`src/rtl/adder_pipe_nbit.sv`:
```
// ---------------------------------------------------------------------------
// adder_pipe_nbit
//
// Pipelined N-bit adder. The NUMB_BITS-wide add of a + b + carry_in is split
// into NUM_STAGES chunks of C = NUMB_BITS/NUM_STAGES bits. Each stage adds
// one chunk and registers the result. The carry out of that chunk feeds the
// next stage. The operand slices that are still unprocessed travel with the
// transaction.
//
// Parameters
//   NUMB_BITS   operand/sum width. Must be >= 2 and a multiple of NUM_STAGES.
//   NUM_STAGES  number of register stages. Must be >= 1.
//
// Ports
//   clk          rising-edge clock
//   rst          synchronous, active-high reset. Discards every transaction
//                that is in flight.
//   in_valid     operands a/b/carry_in/signed_mode are present
//   in_ready     the block accepts operands this cycle
//   a, b         operands
//   carry_in     carry into bit 0
//   signed_mode  overflow rule for this transaction:
//                  1 = two's complement, 0 = unsigned
//   out_valid    sum/carry_out/overflow are present
//   out_ready    the consumer accepts the result this cycle
//   sum          a + b + carry_in, modulo 2^NUMB_BITS
//   carry_out    carry out of the MSB
//   overflow     unsigned mode: carry_out.
//                signed mode: carry into the MSB XOR carry out of the MSB.
//
// Handshake: a transfer happens on a rising edge where valid && ready are
// both 1, on either side. A producer holds valid and its data until that
// transfer happens. in_ready depends combinationally on out_ready through the
// per-stage load chain, so a bubble anywhere in the pipe can be filled while
// the output is stalled. A full pipe can also accept and emit in the same
// cycle. The outputs come straight from the last stage's registers.
// ---------------------------------------------------------------------------
module adder_pipe_nbit #(
    parameter int NUMB_BITS  = 16,
    parameter int NUM_STAGES = 4
) (
    input  logic                 clk,
    input  logic                 rst,
    input  logic                 in_valid,
    output logic                 in_ready,
    input  logic [NUMB_BITS-1:0] a,
    input  logic [NUMB_BITS-1:0] b,
    input  logic                 carry_in,
    input  logic                 signed_mode,
    output logic                 out_valid,
    input  logic                 out_ready,
    output logic [NUMB_BITS-1:0] sum,
    output logic                 carry_out,
    output logic                 overflow
);

    localparam int C    = NUMB_BITS / NUM_STAGES;
    localparam int LAST = NUM_STAGES - 1;

    genvar k;
    for (k = 0; k < NUM_STAGES; k++) begin : g_stage
        // W: sum bits resolved once this stage holds the transaction.
        // REM: operand bits still waiting for later stages.
        localparam int W   = (k + 1) * C;
        localparam int REM = NUMB_BITS - W;

        logic         ld;
        logic         src_v;
        logic         src_c;
        logic         src_m;
        logic [C-1:0] src_a;
        logic [C-1:0] src_b;
        logic [C:0]   res;
        logic [W-1:0] s_d;

        logic         v_q;
        logic         c_q;
        logic [W-1:0] s_q;

        if (k == 0) begin : g_src
            assign src_v = in_valid;
            assign src_c = carry_in;
            assign src_m = signed_mode;
            assign src_a = a[C-1:0];
            assign src_b = b[C-1:0];
            assign s_d   = res[C-1:0];
        end else begin : g_src
            assign src_v = g_stage[k-1].v_q;
            assign src_c = g_stage[k-1].c_q;
            assign src_m = g_stage[k-1].g_rem.m_q;
            assign src_a = g_stage[k-1].g_rem.a_q[C-1:0];
            assign src_b = g_stage[k-1].g_rem.b_q[C-1:0];
            assign s_d   = {res[C-1:0], g_stage[k-1].s_q};
        end

        // Chunk add. res[C] is the carry handed to the next chunk.
        assign res = {1'b0, src_a} + {1'b0, src_b} + {{C{1'b0}}, src_c};

        // A stage may load when it is empty or when its content moves on
        // in this same cycle.
        if (k == LAST) begin : g_ld
            assign ld = !v_q || out_ready;
        end else begin : g_ld
            assign ld = !v_q || g_stage[k+1].ld;
        end

        always_ff @(posedge clk) begin
            if (rst) begin
                v_q <= 1'b0;
                s_q <= '0;
                c_q <= 1'b0;
            end else if (ld) begin
                v_q <= src_v;
                // With no valid upstream data the stage becomes a bubble.
                // The data registers keep their old contents.
                if (src_v) begin
                    s_q <= s_d;
                    c_q <= res[C];
                end
            end
        end

        if (REM > 0) begin : g_rem
            // Operand bits not yet added, plus the mode captured on accept.
            logic [REM-1:0] a_d;
            logic [REM-1:0] b_d;
            logic [REM-1:0] a_q;
            logic [REM-1:0] b_q;
            logic           m_q;

            if (k == 0) begin : g_up
                assign a_d = a[NUMB_BITS-1:C];
                assign b_d = b[NUMB_BITS-1:C];
            end else begin : g_up
                assign a_d = g_stage[k-1].g_rem.a_q[REM+C-1:C];
                assign b_d = g_stage[k-1].g_rem.b_q[REM+C-1:C];
            end

            always_ff @(posedge clk) begin
                if (rst) begin
                    a_q <= '0;
                    b_q <= '0;
                    m_q <= 1'b0;
                end else if (ld && src_v) begin
                    a_q <= a_d;
                    b_q <= b_d;
                    m_q <= src_m;
                end
            end
        end else begin : g_last
            // Carry into the MSB, recovered from the MSB sum bit:
            // s = a ^ b ^ cin, so cin = a ^ b ^ s.
            logic msb_cin;
            logic ovf_q;

            assign msb_cin = src_a[C-1] ^ src_b[C-1] ^ res[C-1];

            always_ff @(posedge clk) begin
                if (rst) begin
                    ovf_q <= 1'b0;
                end else if (ld && src_v) begin
                    ovf_q <= src_m ? (msb_cin ^ res[C]) : res[C];
                end
            end
        end
    end

    assign in_ready  = g_stage[0].ld;
    assign out_valid = g_stage[LAST].v_q;
    assign sum       = g_stage[LAST].s_q;
    assign carry_out = g_stage[LAST].c_q;
    assign overflow  = g_stage[LAST].g_last.ovf_q;

endmodule

```
`config.mk`:
```
export PLATFORM = sky130hd
export DESIGN_NAME = adder_pipe_nbit
export DESIGN_NICKNAME = d
export VERILOG_FILES = /design/src/rtl/adder_pipe_nbit.sv
export SDC_FILE = /design/constraint.sdc
export NUM_CORES = 1
export LEC_CHECK = 0
export ABC_CLOCK_PERIOD_IN_PS = 2200
export CAP_MARGIN = 10
export CORE_MARGIN = 3
export CORE_UTILIZATION = 54
export CTS_CLUSTER_DIAMETER = 80
export CTS_CLUSTER_SIZE = 20
export DETAILED_ROUTE_END_ITERATION = 8
export PLACE_DENSITY = 0.79
export SYNTH_ARGS = -nofsm -noshare
export SYNTH_HDL_FRONTEND = slang
export SYNTH_SLANG_ARGS = --single-unit
```
`constraint.sdc`:
```
create_clock -name clk -period 2.2 [get_ports clk]
set_input_delay 0.33 -clock clk [delete_from_list [all_inputs] [get_ports clk]]
set_output_delay 0.33 -clock clk [all_outputs]
set_load 0.01 [all_outputs]
```
==> After elaboration in Yosys (flattened, before gate mapping) <==
Cells that the tools add are included.
{ "op_classes": {"div": 0, "addsub": 8, "n_lt_le_gt_ge": 0, "n_shift": 0, "mul": 0, "reduce_logical": 16, "n_bitwise": 3, "eq_ne": 0, "mux": 1} }
{ "ops": {"columns": ["operator", "n"], "rows": [
  ["adder 4 x 4 -> 5 bit", 4],
  ["adder 5 x 1 -> 5 bit", 4],
  ["AND reduction 2 bit", 4],
  ["logical AND 1 bit", 4],
  ["zero test 1 bit", 4],
  ["logical OR 1 bit", 4],
  ["bitwise XOR 1 bit", 3],
  ["two-way mux 1 bit", 1]
]} }
{ "totals": {"ram_bits": 0, "reg_bits": 100, "output_inout_bits": 20, "latchBits": 0, "memories": 0, "rom_bits": 0} }

==> Depth between registers and ports, before layout <==
{ "depth": {"depth_word": 6, "ltp_mapped": 8, "depth_no_buf": 8} }

==> Worst setup path after synthesis <==
No wires, ideal clock.
{ "synth_timing": {"path_kind": "flip-flop to flip-flop", "start": "reg g_stage[2].c_q", "end": "reg g_stage[3].g_last.ovf_q, in the netlist overflow", "setup_ps": 128, "synth_period_minus_slack_ps": 1894, "path_slack_ps": 306, "t_arrival_ps": 1766, "stages_incl_launch_ff": 7, "n_path_buf": 0, "cell_sequence": "dfxtp_1 > fa_1 > fa_1 > a21o_1 > a21oi_1 > xor2_1 > o31ai_1"} }
{ "synth_between": {"elab_chain_len": 4} }
{ "synth_rtl": {"columns": ["item", "line_no", "rtl"], "rows": [
  ["start, declared", "77", "logic c_q;"],
  ["start signal, assigned", "118", "c_q <= res[C];"],
  ["adder 5 x 1 -> 5 bit (*)", "97", "assign res = {1'b0, src_a} + {1'b0, src_b} + {{C{1'b0}}, src_c};"],
  ["bitwise XOR 1 bit", "156", "assign msb_cin = src_a[C-1] ^ src_b[C-1] ^ res[C-1];"],
  ["bitwise XOR 1 bit", "162", "ovf_q <= src_m ? (msb_cin ^ res[C]) : res[C];"],
  ["two-way mux 1 bit (*)", "162", null],
  ["end signal, assigned", "162", null],
  ["end, declared", "154", "logic ovf_q;"]
]} }
Mark *: on every way between the ends. The rest lies on a longest branch, timed or not.
A chain may end at the register's enable or synchronous reset.

==> Final worst setup path <==
{ "layout_timing": {"start": "in out_ready", "end": "out in_ready"} }
{ "layout_between": {"elab_chain_len": 4} }
{ "layout_rtl": {"columns": ["item", "line_no", "rtl"], "rows": [
  ["start, declared", "51", "input logic out_ready,"],
  ["logical OR 1 bit", "102", "assign ld = !v_q || out_ready;"],
  ["logical OR 1 bit (3 in series)", "104", "assign ld = !v_q || g_stage[k+1].ld;"],
  ["end, declared", "45", "output logic in_ready,"]
]} }
Every way passes these cells.

==> flow_metrics.env <==
export IMPL_synth_distinct_cells=34
export IMPL_grt_usage_pct=19.7
export IMPL_grt_pass1_wl_um=13500
export IMPL_setup_worst_path_class="primary input to output port"
export IMPL_initialDrtViolationCount=150
export IMPL_ir_worst_vdd_mv=0.390
export IMPL_grt_overflow=0
export IMPL_area_growth_syn_to_layout_pct=21.7
export IMPL_slowest_delay_ns=0.49
export IMPL_path_max_fanout=6
export IMPL_cts_buffers=9
export IMPL_slowest_stage="clkdlybuf4s50_1"
export IMPL_syn_num_nets=544
export IMPL_final_antenna_net_count=0
export IMPL_die_h_um=92.3
export IMPL_fmax_mhz=477
export IMPL_synth_ff_type="dfxtp_1"
export IMPL_dp_hpwl_um=5820
export IMPL_final_hold_violation_count=0
export IMPL_worst_slew_pin_slew_ns=0.388
export IMPL_hold_class="primary input to register"
export IMPL_skew_ns=0.00846
export IMPL_cts_sinks=100
export IMPL_setup_viol=0
export IMPL_power_density_nw_per_um2=681
export IMPL_filler_cell_count=590
export IMPL_dpl_cell_count=624
export IMPL_cpMostUsedCell="clkdlybuf4s50_1"
export IMPL_die_x_um=92.3
export IMPL_grt_max_degree=30
export IMPL_vias_per_cell=5.09
export IMPL_clockRootBuffer="clkbuf_8"
export IMPL_drc=0
export IMPL_yosysWarnings=0
export IMPL_ys_seq_elements=100
export IMPL_io_pins=58
export IMPL_htree_levels=3
export IMPL_drv_cap=0
export IMPL_synth_edf_count=0
export IMPL_ys_seq_area_share_pct=49.7
export IMPL_fin_crit_sh_pct=95.3
export IMPL_firstDrtPassIters=4
export IMPL_start_util_pct=57.3
export IMPL_rows=30
export IMPL_synthArstFlopShare_pct=0
export IMPL_wl_um=7810
export IMPL_startpoint_type="primary input"
export IMPL_syn_inst=486
export IMPL_finalCriticalPeriod_ns=2.10
export IMPL_rsz0062_at_grt="no"
export IMPL_cts_setup_buffers=0
export IMPL_die_area_um2=8530
export IMPL_crit_path_cell_trace="clkdlybuf4s50_1 > and4b_1 > nand2_1 > clkdlybuf4s50_1"
export IMPL_cp_end_kind="output port"
export IMPL_insertion_delay_ns=0.36
export IMPL_cts_hold_buf=0
export IMPL_path_clk_slew_ns=0.08
export IMPL_drive_gt1_share_pct=6.45
export IMPL_clock_path_buffers=2
export IMPL_antenna_found_initial=0
export IMPL_num_antenna_cells=0
export IMPL_syn_cell_area_um2=4030
export IMPL_status="complete, no violations"
export IMPL_avgSynthCellArea_um2=8.28
export IMPL_timing_setup_tns_ns=0
export IMPL_place_congestion=0.792
export IMPL_post_place_ws_ns=0.126
export IMPL_cts_tree="built"
export IMPL_wl_per_cell_um=12.2
export IMPL_worst_slack_ns=0.103
export IMPL_cts_resized=0
export IMPL_cp_required_ns=1.87
export IMPL_io_buffers=57
export IMPL_crit_arrival_ns=1.77
export IMPL_relSlewSlack_pct=73.4
export IMPL_cellLeakagePower_nw=1.83
export IMPL_grt_pass1_vias=3126
export IMPL_layout_cells_non_filler=639
export IMPL_vias=3253
export IMPL_core_um2=7020
export IMPL_fin_nets=597
export IMPL_final_max_slew_viol_count=0
-- state kept, by name, summed over array words and instances, names as in the netlist --
signal	count
g_stage.s_q	24
g_stage.v_q	3
g_stage.g_rem.m_q	3
g_stage.g_rem.a_q	24
overflow	1
g_stage.g_rem.b_q	24
g_stage.c_q	3
out_valid	1
sum	16
carry_out	1
-- layout by cell type (no fill, tap or decap), types with 2 or more instances in the layout --
cell type,instances
o31ai_1,2
fa_1,8
inv_1,14
xor2_1,2
nor2b_1,5
buf_12,2
a211oi_1,9
and2_1,2
a21o_1,4
a311o_1,3
clkinv_2,2
dfxtp_1,100
nand3b_1,2
clkdlybuf4s50_1,56
and4_1,3
nor3_1,2
ha_1,12
nand2_1,170
clkbuf_8,9
a21oi_1,89
nor2_1,11
o21ai_0,3
xnor2_1,4
nor4_1,2
buf_4,13
-- per-layer routing --
metal / track usage (%) / part of all wire, % / vias up
met4: 8.17 / 2.0 / 0
met5: 0 / 0 / -
met2: 33.8 / 47 / 69
met3: 2.92 / 4.6 / 13
li1: - / - / 1697
met1: 24.7 / 47 / 1474
-- cells by family after synthesis --
kind of cell,share of synthesized area [%]
DFF,49.7
AOI/OAI and AO/OA,16.3
buffers and inverters,4.85
and+or+nand+nor,20.1
xor gates and xnor gates,1.31
adders and majority gates,7.71
-- cells in the mapped netlist, types with 5 or more instances --
master / count / area [um2]
nand2_1: 170 / 638
dfxtp_1: 100 / 2000
a21oi_1: 89 / 445
inv_1: 14 / 52.6
buf_2: 12 / 60.1
clkbuf_1: 12 / 45.0
ha_1: 12 / 150
nor2_1: 11 / 41.3
a211oi_1: 9 / 67.6
fa_1: 8 / 160
nor2b_1: 5 / 31.3
-- report_power, final --
part / internal (mW) / leakage (nW) / total, mW / switching, mW
combinational: 0.151 / 0.921 / 0.307 / 0.156
clock: 0.521 / 0.0955 / 1.13 / 0.607
sequential: 1.87 / 0.814 / 1.90 / 0.0345
-- worst max-delay path, delay by kind of cell --
kind          cells  cell delay, ns
buf+inv           2            0.94
simple gates      2            0.49
-- final timing paths --
path | start | end | slack (ns) | cells after the start
worst min register to register | sum[6] | sum[6] | 0.46 | 2
worst max register to register | g_stage[2].c_q | overflow | 0.14 | 6
worst max-delay path | out_ready | in_ready | 0.10 | 4
worst min-delay path | rst | g_stage[0].g_rem.b_q[4] | 0.41 | 2
-- area by class of cell --
type | instances | area (um2) | share of cell area (%)
timing repair buffer | 72 | 703 | 14.4
tap | 96 | 120 | 2.45
multi-input combinational | 342 | 1830 | 37.4
sequential | 100 | 2000 | 40.9
clock buffer | 9 | 124 | 2.53
clock inverter | 6 | 65.1 | 1.33
inverter | 14 | 52.6 | 1.07
-- stage by stage --
step / power, mW / hold WS [ns] / area (um2) / utilization (%)
after floorplan: 2.12 / 0.432 / 4030 / -
after global placement: 2.24 / 0.440 / 4710 / 67.1
after detailed placement: 2.25 / 0.445 / 4710 / 67.1
after CTS: 3.36 / 0.391 / 4900 / 69.8
after global routing: 3.47 / 0.421 / 4900 / 69.8
final: 3.34 / 0.408 / 4900 / 69.8
Power figures use the tool's default switching activity.
